<file path="src/rtl/rc4_decrypt_core_if.sv">
// Memory-side bus of the RC4 decrypt core: 256x8 S-box RAM, ciphertext ROM and plaintext RAM.
// All three memories are synchronous; the core owns addresses and write strobes.
interface rc4_decrypt_core_if #(
    parameter int unsigned MSG_AW = 5
) ();
    logic [7:0]        s_addr;
    logic [7:0]        s_wdata;
    logic              s_wren;
    logic [7:0]        s_rdata;
    logic [MSG_AW-1:0] rom_addr;
    logic [7:0]        rom_rdata;
    logic [MSG_AW-1:0] ram_addr;
    logic [7:0]        ram_wdata;
    logic              ram_wren;

    modport master (
        output s_addr,
        output s_wdata,
        output s_wren,
        input  s_rdata,
        output rom_addr,
        input  rom_rdata,
        output ram_addr,
        output ram_wdata,
        output ram_wren
    );

    modport slave (
        input  s_addr,
        input  s_wdata,
        input  s_wren,
        output s_rdata,
        input  rom_addr,
        output rom_rdata,
        input  ram_addr,
        input  ram_wdata,
        input  ram_wren
    );
endinterface

</file>
<file path="src/rtl/rc4_decrypt_core.sv">
// RC4 decryption core: fills S, runs the key schedule, then XORs the keystream with ROM bytes
// into RAM, optionally aborting on the first byte that is not a space or lowercase letter.
module rc4_decrypt_core #(
    parameter int unsigned KEY_BYTES   = 3,
    parameter int unsigned MSG_LEN     = 32,
    parameter int unsigned MSG_AW      = 5,
    parameter int unsigned CHECK_ASCII = 1
) (
    input  logic                   CLOCK_50,
    input  logic                   rst_n,
    input  logic                   start,
    input  logic [8*KEY_BYTES-1:0] key,
    output logic                   busy,
    output logic                   done,
    output logic                   valid,
    rc4_decrypt_core_if.master     mem
);

    localparam int unsigned KW = (KEY_BYTES > 1) ? $clog2(KEY_BYTES) : 1;
    localparam logic [KW-1:0]     KIDX_LAST = KW'(KEY_BYTES - 1);
    localparam logic [MSG_AW-1:0] K_LAST    = MSG_AW'(MSG_LEN - 1);

    typedef enum logic [4:0] {
        StIdle,
        StFill,
        StKsaAddrI,
        StKsaWaitI,
        StKsaCapI,
        StKsaWaitJ,
        StKsaCapJ,
        StKsaWrJ,
        StPrgaAddrI,
        StPrgaWaitI,
        StPrgaCapI,
        StPrgaWaitJ,
        StPrgaCapJ,
        StPrgaWrJ,
        StPrgaAddrF,
        StPrgaWaitF,
        StPrgaCapF,
        StPrgaWr,
        StDone
    } state_e;

    state_e                 r_state;
    logic [8*KEY_BYTES-1:0] r_key;
    logic [7:0]             r_i;
    logic [7:0]             r_j;
    logic [7:0]             r_si;
    logic [7:0]             r_sj;
    logic [KW-1:0]          r_kidx;
    logic [MSG_AW-1:0]      r_k;
    logic                   r_busy;
    logic                   r_done;
    logic                   r_valid;
    logic [7:0]             r_s_addr;
    logic [7:0]             r_s_wdata;
    logic                   r_s_wren;
    logic [MSG_AW-1:0]      r_rom_addr;
    logic [MSG_AW-1:0]      r_ram_addr;
    logic [7:0]             r_ram_wdata;
    logic                   r_ram_wren;

    logic [7:0] w_key_byte;
    logic [7:0] w_j_ksa;
    logic [7:0] w_j_prga;
    logic [7:0] w_p;
    logic       w_p_ok;

    // Key byte selected by the rolling index; byte 0 sits in the most significant lane.
    always_comb begin
        w_key_byte = 8'h00;
        for (int b = 0; b < int'(KEY_BYTES); b++) begin
            if (r_kidx == KW'(b)) begin
                w_key_byte = r_key[8*(int'(KEY_BYTES)-1-b) +: 8];
            end
        end
    end

    always_comb begin
        w_j_ksa  = r_j + mem.s_rdata + w_key_byte;
        w_j_prga = r_j + mem.s_rdata;
        w_p      = mem.s_rdata ^ mem.rom_rdata;
        w_p_ok   = (w_p == 8'h20) || ((w_p >= 8'h61) && (w_p <= 8'h7A));
    end

    always_ff @(posedge CLOCK_50) begin
        if (!rst_n) begin
            r_state     <= StIdle;
            r_key       <= '0;
            r_i         <= '0;
            r_j         <= '0;
            r_si        <= '0;
            r_sj        <= '0;
            r_kidx      <= '0;
            r_k         <= '0;
            r_busy      <= 1'b0;
            r_done      <= 1'b0;
            r_valid     <= 1'b0;
            r_s_addr    <= '0;
            r_s_wdata   <= '0;
            r_s_wren    <= 1'b0;
            r_rom_addr  <= '0;
            r_ram_addr  <= '0;
            r_ram_wdata <= '0;
            r_ram_wren  <= 1'b0;
        end else begin
            // Write strobes are single-cycle unless a write state re-asserts them.
            r_s_wren   <= 1'b0;
            r_ram_wren <= 1'b0;

            case (r_state)
                StIdle, StDone: begin
                    if (start) begin
                        r_key   <= key;
                        r_valid <= 1'b0;
                        r_busy  <= 1'b1;
                        r_done  <= 1'b0;
                        r_i     <= '0;
                        r_state <= StFill;
                    end
                end

                StFill: begin
                    r_s_addr  <= r_i;
                    r_s_wdata <= r_i;
                    r_s_wren  <= 1'b1;
                    r_i       <= r_i + 8'd1;
                    if (r_i == 8'hFF) begin
                        r_j     <= '0;
                        r_kidx  <= '0;
                        r_state <= StKsaAddrI;
                    end
                end

                StKsaAddrI: begin
                    r_s_addr <= r_i;
                    r_state  <= StKsaWaitI;
                end

                StKsaWaitI: r_state <= StKsaCapI;

                StKsaCapI: begin
                    r_si     <= mem.s_rdata;
                    r_j      <= w_j_ksa;
                    r_s_addr <= w_j_ksa;
                    r_kidx   <= (r_kidx == KIDX_LAST) ? '0 : r_kidx + 1'b1;
                    r_state  <= StKsaWaitJ;
                end

                StKsaWaitJ: r_state <= StKsaCapJ;

                StKsaCapJ: begin
                    r_sj      <= mem.s_rdata;
                    r_s_addr  <= r_i;
                    r_s_wdata <= mem.s_rdata;
                    r_s_wren  <= 1'b1;
                    r_state   <= StKsaWrJ;
                end

                StKsaWrJ: begin
                    r_s_addr  <= r_j;
                    r_s_wdata <= r_si;
                    r_s_wren  <= 1'b1;
                    if (r_i == 8'hFF) begin
                        r_i     <= '0;
                        r_j     <= '0;
                        r_k     <= '0;
                        r_state <= StPrgaAddrI;
                    end else begin
                        r_i     <= r_i + 8'd1;
                        r_state <= StKsaAddrI;
                    end
                end

                StPrgaAddrI: begin
                    r_i      <= r_i + 8'd1;
                    r_s_addr <= r_i + 8'd1;
                    r_state  <= StPrgaWaitI;
                end

                StPrgaWaitI: r_state <= StPrgaCapI;

                StPrgaCapI: begin
                    r_si     <= mem.s_rdata;
                    r_j      <= w_j_prga;
                    r_s_addr <= w_j_prga;
                    r_state  <= StPrgaWaitJ;
                end

                StPrgaWaitJ: r_state <= StPrgaCapJ;

                StPrgaCapJ: begin
                    r_sj      <= mem.s_rdata;
                    r_s_addr  <= r_i;
                    r_s_wdata <= mem.s_rdata;
                    r_s_wren  <= 1'b1;
                    r_state   <= StPrgaWrJ;
                end

                StPrgaWrJ: begin
                    r_s_addr  <= r_j;
                    r_s_wdata <= r_si;
                    r_s_wren  <= 1'b1;
                    r_state   <= StPrgaAddrF;
                end

                // Swapped values sum to the same index, so the pre-swap copies serve here.
                StPrgaAddrF: begin
                    r_s_addr   <= r_si + r_sj;
                    r_rom_addr <= r_k;
                    r_state    <= StPrgaWaitF;
                end

                StPrgaWaitF: r_state <= StPrgaCapF;

                StPrgaCapF: begin
                    if ((CHECK_ASCII != 0) && !w_p_ok) begin
                        r_valid <= 1'b0;
                        r_busy  <= 1'b0;
                        r_done  <= 1'b1;
                        r_state <= StDone;
                    end else begin
                        r_ram_addr  <= r_k;
                        r_ram_wdata <= w_p;
                        r_ram_wren  <= 1'b1;
                        r_state     <= StPrgaWr;
                    end
                end

                StPrgaWr: begin
                    if (r_k == K_LAST) begin
                        r_valid <= 1'b1;
                        r_busy  <= 1'b0;
                        r_done  <= 1'b1;
                        r_state <= StDone;
                    end else begin
                        r_k     <= r_k + 1'b1;
                        r_state <= StPrgaAddrI;
                    end
                end

                default: r_state <= StIdle;
            endcase
        end
    end

    assign busy          = r_busy;
    assign done          = r_done;
    assign valid         = r_valid;
    assign mem.s_addr    = r_s_addr;
    assign mem.s_wdata   = r_s_wdata;
    assign mem.s_wren    = r_s_wren;
    assign mem.rom_addr  = r_rom_addr;
    assign mem.ram_addr  = r_ram_addr;
    assign mem.ram_wdata = r_ram_wdata;
    assign mem.ram_wren  = r_ram_wren;

endmodule

</file>
<file path="src/flat_wrapper.sv">
// flat-port wrapper written by rule: the top's interface ports become plain ports
module rc4_decrypt_core_flat 
#(
    parameter int unsigned KEY_BYTES   = 3,
    parameter int unsigned MSG_LEN     = 32,
    parameter int unsigned MSG_AW      = 5,
    parameter int unsigned CHECK_ASCII = 1
)
  (CLOCK_50, rst_n, start, key, busy, done, valid, mem_s_addr, mem_s_wdata, mem_s_wren, mem_s_rdata, mem_rom_addr, mem_rom_rdata, mem_ram_addr, mem_ram_wdata, mem_ram_wren);
  rc4_decrypt_core_if #(.MSG_AW(MSG_AW)) mem_i ();
  input  logic CLOCK_50;
  input  logic rst_n;
  input  logic start;
  input  logic [8*KEY_BYTES-1:0] key;
  output logic busy;
  output logic done;
  output logic valid;
  output wire logic [$bits(mem_i.s_addr)-1:0] mem_s_addr;
  output wire logic [$bits(mem_i.s_wdata)-1:0] mem_s_wdata;
  output wire logic [$bits(mem_i.s_wren)-1:0] mem_s_wren;
  input wire logic [$bits(mem_i.s_rdata)-1:0] mem_s_rdata;
  output wire logic [$bits(mem_i.rom_addr)-1:0] mem_rom_addr;
  input wire logic [$bits(mem_i.rom_rdata)-1:0] mem_rom_rdata;
  output wire logic [$bits(mem_i.ram_addr)-1:0] mem_ram_addr;
  output wire logic [$bits(mem_i.ram_wdata)-1:0] mem_ram_wdata;
  output wire logic [$bits(mem_i.ram_wren)-1:0] mem_ram_wren;
  assign mem_s_addr = mem_i.s_addr;
  assign mem_s_wdata = mem_i.s_wdata;
  assign mem_s_wren = mem_i.s_wren;
  assign mem_i.s_rdata = mem_s_rdata;
  assign mem_rom_addr = mem_i.rom_addr;
  assign mem_i.rom_rdata = mem_rom_rdata;
  assign mem_ram_addr = mem_i.ram_addr;
  assign mem_ram_wdata = mem_i.ram_wdata;
  assign mem_ram_wren = mem_i.ram_wren;
  rc4_decrypt_core #(.KEY_BYTES(KEY_BYTES), .MSG_LEN(MSG_LEN), .MSG_AW(MSG_AW), .CHECK_ASCII(CHECK_ASCII)) u_core (.CLOCK_50(CLOCK_50), .rst_n(rst_n), .start(start), .key(key), .busy(busy), .done(done), .valid(valid), .mem(mem_i));
endmodule
</file>
<file path="config.mk">
export PLATFORM = sky130hd
export DESIGN_NAME = rc4_decrypt_core_flat
export DESIGN_NICKNAME = d
export VERILOG_FILES = /design/src/rtl/rc4_decrypt_core_if.sv /design/src/rtl/rc4_decrypt_core.sv /design/src/flat_wrapper.sv
export SDC_FILE = /design/constraint.sdc
export NUM_CORES = 1
export LEC_CHECK = 0
export CORE_MARGIN = 4
export CORE_UTILIZATION = 40
export CTS_CLUSTER_DIAMETER = 150
export DETAILED_ROUTE_END_ITERATION = 8
export PLACE_DENSITY_LB_ADDON = 0.05
export SETUP_SLACK_MARGIN = 0.1
export SYNTH_ARGS = -nofsm -noshare
export SYNTH_HDL_FRONTEND = slang
export SYNTH_SLANG_ARGS = --single-unit
export TNS_END_PERCENT = 5
</file>
<file path="constraint.sdc">
create_clock -name CLOCK_50 -period 3.48 [get_ports CLOCK_50]
set_input_delay 0.348 -clock CLOCK_50 [delete_from_list [all_inputs] [get_ports CLOCK_50]]
set_output_delay 0.348 -clock CLOCK_50 [all_outputs]
set_load 0.05 [all_outputs]
</file>
## Yosys cells after proc, flatten, opt, wreduce, memory -nomap -nowiden

Cells that the tools add are included.

- Output and inout bits: 39
- Bits of input ports: 43
- Word-level logic and storage cells: 118
- Register bits: 107

- Reduce and logical (&&, ||, !) cells: 28
- Eq/ne operators: 30
- Multiplexer cells: 33
- Bitwise logic cells: 1
- Magnitude comparators: 2
- $add $sub $neg: 6

Operator list:

| cell | count |
|---|---|
| $pmux W5 S18 | 1 |
| $pmux W8 S3 | 3 |
| $mux W8 | 6 |
| $pmux W8 S6 | 1 |
| $eq A5 B4 Y1 const B | 8 |
| $mux W5 | 5 |
| $add A8 B8 Y8 | 3 |
| $eq A5 B3 Y1 const B | 4 |
| $eq A5 B5 Y1 const B | 4 |
| $reduce_and A2 Y1 | 7 |
| $reduce_bool A3 Y1 | 4 |
| $reduce_or A2 Y1 | 6 |
| $eq A5 B2 Y1 const B | 2 |
| $pmux W5 S2 | 1 |
| $pmux W1 S3 | 3 |
| $add A8 B1 Y8 const B | 1 |
| $eq A8 B6 Y1 const B | 1 |
| $eq A8 B8 Y1 const B | 1 |
| $ge A8 B7 Y1 const B | 1 |
| $le A8 B7 Y1 const B | 1 |
| $mux W1 | 8 |
| $ne A2 B1 Y1 const B | 4 |
| $xor A8 B8 Y8 | 1 |
| $mux W2 | 3 |
| other kinds (18) | 21 |

## Depth between registers and ports, before layout

- Word-level depth: 6
- Mapped depth: 15
- Gate-level depth less buffers: 15

## Worst setup path after synthesis

Ideal clock, no wire load.

- Path kind: register to register
- Start: reg u_core.r_kidx[0]
- End: reg u_core.r_s_addr[6] (netlist: u_core.mem.s_addr[6])
- Data required time: 3,394 ps
- Library setup time: 86 ps
- Stages on the path, launching flop included: 15
- Slack: 715 ps
- Data arrival time: 2,680 ps
- Buffers on the path: 2
- Period minus slack after synthesis: 2,765 ps
- Cell sequence: dfxtp_1 -> clkbuf_1 -> clkbuf_1 -> mux2i_1 -> o22ai_1 -> ha_1 -> inv_1 -> fa_1 -> nor2b_1 -> o21ai_0 -> nand2b_1 -> a31oi_1 -> xnor2_1 -> a21oi_1 -> a211oi_1

- Cells in the longest elaborated chain, start to end: 6
- Elaborated cells on any way between the ends: 8
- Classes of those cells: 1 x add/sub; 2 x eq/ne; 4 x mux; 1 x reduce/logical

RTL lines:

| item | line | text |
|---|---|---|
| start, declared | rc4_decrypt_core.sv:51 | `logic [KW-1:0] r_kidx;` |
| start signal, assigned | rc4_decrypt_core.sv:147 | `r_kidx <= (r_kidx == KIDX_LAST) ? '0 : r_kidx + 1'b1;` |
| $logic_not A2 Y1 | rc4_decrypt_core.sv:74 | `if (r_kidx == KW'(b)) begin` |
| $mux W8 (2 in a row) | rc4_decrypt_core.sv:74 |  |
| $mux W8 (*) | rc4_decrypt_core.sv:74 |  |
| $add A8 B8 Y8 (*) | rc4_decrypt_core.sv:81 | `w_j_ksa = r_j + mem.s_rdata + w_key_byte;` |
| $pmux W8 S6 (*) | rc4_decrypt_core.sv:112 | `case (r_state)` |
| end signal, assigned | rc4_decrypt_core.sv:125 | `r_s_addr <= r_i;` |
| end signal, assigned | rc4_decrypt_core.sv:137 | `r_s_addr <= r_i;` |
| end signal, assigned | rc4_decrypt_core.sv:146 | `r_s_addr <= w_j_ksa;` |
| end, declared | rc4_decrypt_core.sv:56 | `logic [7:0] r_s_addr;` |

Every way passes the cells marked *; elsewhere a longest branch is shown, timed or not.
A chain may end at the register's enable or synchronous reset.

## Final worst setup path

- Start: in mem_s_rdata[0]
- End: reg u_core.r_j[7]

- Cells in the longest elaborated chain, start to end: 3

RTL lines:

| item | line | text |
|---|---|---|
| start, declared | flat_wrapper.sv:21 | `input wire logic [$bits(mem_i.s_rdata)-1:0] mem_s_rdata;` |
| $add A8 B8 Y8 (*) | rc4_decrypt_core.sv:81, rc4_decrypt_core.sv:82 |  |
| $add A8 B8 Y8 | rc4_decrypt_core.sv:81 |  |
| $pmux W8 S3 (*) | rc4_decrypt_core.sv:112 |  |
| end signal, assigned | rc4_decrypt_core.sv:145 | `r_j <= w_j_ksa;` |
| end signal, assigned | rc4_decrypt_core.sv:186 | `r_j <= w_j_prga;` |
| end, declared | rc4_decrypt_core.sv:48 | `logic [7:0] r_j;` |

Marked as above.

==> flow_summary.toml <==
[status]
status = "complete, no violations"

[global_route]
grt_pass1_wl_um = 29600
antenna_found_initial = 0
met2_usage_pct = 35.9
grt.busiest_layer = "met2"
grt_use_met1_pct = 30.9
grtUsageTotal_pct = 22.5
grt_pass1_vias = 5564
overflow = 0
grt_max_degree = 37
met3_usage_pct = 5.12

[route]
drt_iter0_drc = 446
via_per_inst = 5.63
drtPass1Iterations = 6
drt_wl_total_um = 18800
via_count = 5854
avgRoutedWirePerCell_um = 18.1
ant_nets = 0
drc = 0

[setup_path]
critPathRequiredTime_ns = 3.73
startpoint_type = "primary input"
cp_max_fo = 4
crit_top_cell = "a21oi_1"
worstPathArrival_ns = 3.44
crit_slowest_cell = "clkdlybuf4s50_1"
path_cells = "clkdlybuf4s50_1 > ha_2 > inv_1 > fa_1 > xnor2_1 > ha_1 > nand2_1 > o21ai_0 > a21oi_1 > a21oi_1 > xnor3_1 > a21oi_1 > a21oi_1"
crit_type = "primary input to flip-flop"
critPathMaxStageDelay_ns = 0.52
crit_buf_inv = 2
cp-end-kind = "flip-flop"
crit_family = "adder cells"

[clocking]
cts_sinks = 107
cts_made_buffers = 9
cts_tree = "done"
htreeDepth = 3
cts.path.max_buffers = 2
root_buffer = "clkbuf_16"
holdBufCountCts = 0
clkTransAtPathRegs_ns = 0.07
clkLatencyLatePin_ns = 0.36

[finish]
diodes = 0
multi_input_area_mm2 = 0.00357
final-seq-area_mm2 = 0.00214
nets = 921
nFillCells = 1452
syn2layout_area_growth_pct = 23.6
layout-drive-gt1-share_pct = 7.13
fin_util_pct = 50.7
postLayoutCellArea_mm2 = 0.00742

[timing]
period_needed_ns = 3.19
tightest_slew_ns = 0.999
final_hold_viol_count = 0
finalCritPeriodShare_pct = 91.8
rsz0062_at_grt = "no"
final_max_slew_viol_count = 0
fin_tns_setup_ns = 0
max_freq_mhz = 313
worst_slack_ns = 0.286
slew_headroom_pct = 32.8
final-setup-viol-count = 0
clock-skew-final_ns = 0.00804

[job]
maxCapViolCount = 0

[yosys]
avgSynthCellArea_um2 = 7.71
seq_area_frac_synth_pct = 35.7
ys_seq_elements = 107
synth-compound-area-share_pct = 22.8
synth.area.top_cells = "dfxtp_1, nand2_1, a21oi_1"
synth_ff_type = "dfxtp_1"
syn_area_mm2 = 0.00601
synth_top_area_share_pct = 35.7
synthSimpleGateAreaFrac_pct = 21.9
synthAdderAreaFrac_pct = 6.16
syn-num-nets = 849
async_flop_share_pct = 0
synth.yosys.warnings = 0
synth.distinct_cells = 58
synth_top_area_cell = "dfxtp_1"
synth_xor_area_share_pct = 5.62
synthCells = 779
synth_edf_count = 0
synth_top_family_by_area = "compound AO/OA/AOI/OAI gates"
synth_mux_area_share_pct = 2.67

[hold_path]
min_path_type = "flip-flop to flip-flop"

[floorplanning]
fp.dieArea_mm2 = 0.0170
die_h_um = 131
design.core.area_mm2 = 0.0146
initial_core_util_pct = 41.0
die_x_um = 131
ios = 82
row_count = 44

[place]
gp_congestion = 0.904
pre_cts_ws_ns = -0.0485
placed_area_mm2 = 0.00709
dpl.hpwl_um = 14400
io_buffer_count = 81

[pwr]
power.leakage_nw = 2.82
power_mw = 4.86
ir_drop_v = 0.000323
p_per_area_mw_per_mm2 = 655
-- power breakdown --
group          total, mW  leakage, nW  switching (mW)  internal, mW
logic               2.13         1.79            1.33         0.793
registers           1.59        0.867           0.197          1.39
clock network       1.15        0.159           0.475         0.670
total               4.86         2.82            2.01          2.86
-- Yosys cell counts (4+ instances only) --
cell / number
o21ai_0: 41
xnor2_1: 18
and3_1: 9
or3_1: 7
a22oi_1: 10
dfxtp_1: 107
a21oi_1: 76
o31ai_1: 7
a211oi_1: 11
a221oi_1: 6
nand2_1: 145
a31oi_1: 9
mux2i_1: 16
inv_1: 18
nor2b_1: 10
nand2b_1: 9
nor3_1: 18
xor2_1: 18
ha_1: 24
a311oi_1: 8
o22ai_1: 14
o21ai_1: 9
nand4_1: 4
nor2_1: 58
clkbuf_1: 44
nand3_1: 19
o21a_1: 4
nor4_1: 4
buf_2: 6
-- layer usage --
layer  part of all wire [%]  vias to the layer above
met5                      0                        -
met4                    1.5                        0
met3                    5.5                       19
met2                     47                      160
met1                     46                     2786
li1                       -                     2889
-- per-stage QoR --
stage / hold slack [ns] / instances
finish: 0.455 / 1040
global route: 0.469 / 1040
CTS: 0.456 / 1040
detailed placement: 0.446 / 1024
global placement: 0.442 / 1024
floorplan: 0.436 / 779
-- what timing repair did --
item | CTS | global route
resized for setup | 0 | 1
endpoints found under the setup margin | 0 | 1
setup buffers | 0 | 0
hold endpoints to repair | 0 | 0
-- sequential cells by signal, indices dropped and copies added, names as in the netlist --
register / flops
u_core.mem.s_wren: 1
u_core.mem.ram_wren: 1
u_core.mem.ram_wdata: 8
u_core.mem.s_wdata: 8
u_core.mem.ram_addr: 5
u_core.r_sj: 8
u_core.mem.s_addr: 8
u_core.mem.rom_addr: 5
u_core.r_k: 5
u_core.valid: 1
u_core.r_j: 8
u_core.r_kidx: 2
u_core.busy: 1
u_core.r_key: 24
u_core.done: 1
u_core.r_state: 5
u_core.r_si: 8
u_core.r_i: 8
-- layout make-up --
class | instances | share of cell area (%)
Multi-Input combinational cell | 598 | 48.0
Sequential cell | 107 | 28.9
Timing Repair Buffer | 116 | 14.6
Clock buffer | 12 | 3.45
Tap cell | 184 | 3.10
Clock inverter | 4 | 0.977
Inverter | 19 | 0.961
-- cells in the final DEF, fill, tap and decap left out, types with 6 or more instances in the layout --
master           synthesis  routed
nand2_1                145     145
nor2b_1                 10      10
o22ai_1                 14      14
a211oi_1                11      11
a311oi_1                 8       8
inv_1                   18      17
xnor2_1                 18      18
and3_1                   9       9
dfxtp_1                107     107
ha_1                    24      23
xor2_1                  18      18
a22oi_1                 10      10
o21ai_0                 41      41
buf_4                    0      34
a221oi_1                 6       6
nand3_1                 19      19
nand2b_1                 9       9
clkdlybuf4s50_1          0      81
o21ai_1                  9       9
mux2i_1                 16      16
o31ai_1                  7       7
a31oi_1                  9       9
nor2_1                  58      58
a21oi_1                 76      76
clkbuf_16                0       9
nor3_1                  18      17
or3_1                    7       7
-- tightest hold or removal path: stages, from the launching register on --
cell     delay [ns]
dfxtp_1        0.31
nand2_1        0.05
a21oi_1        0.05
-- worst paths after layout --
check	from	end	slack [ns]	depth (start not counted)
max	mem_s_rdata[0]	u_core.r_j[7]	0.29	13
min	u_core.mem.rom_addr[0]	u_core.mem.rom_addr[0]	0.45	2
max reg2reg	u_core.r_j[0]	u_core.r_j[7]	0.45	12
min reg2reg	u_core.mem.rom_addr[0]	u_core.mem.rom_addr[0]	0.45	2
-- cell families after synthesis --
kind of cell / Yosys count
xor gates and xnor gates: 37
adders and majority gates: 28
AOI/OAI and AO/OA: 222
muxes: 16
DFF: 107
and+or+nand+nor: 295
buffers and inverters: 74
No activity file was read; power rests on OpenSTA's default activity.
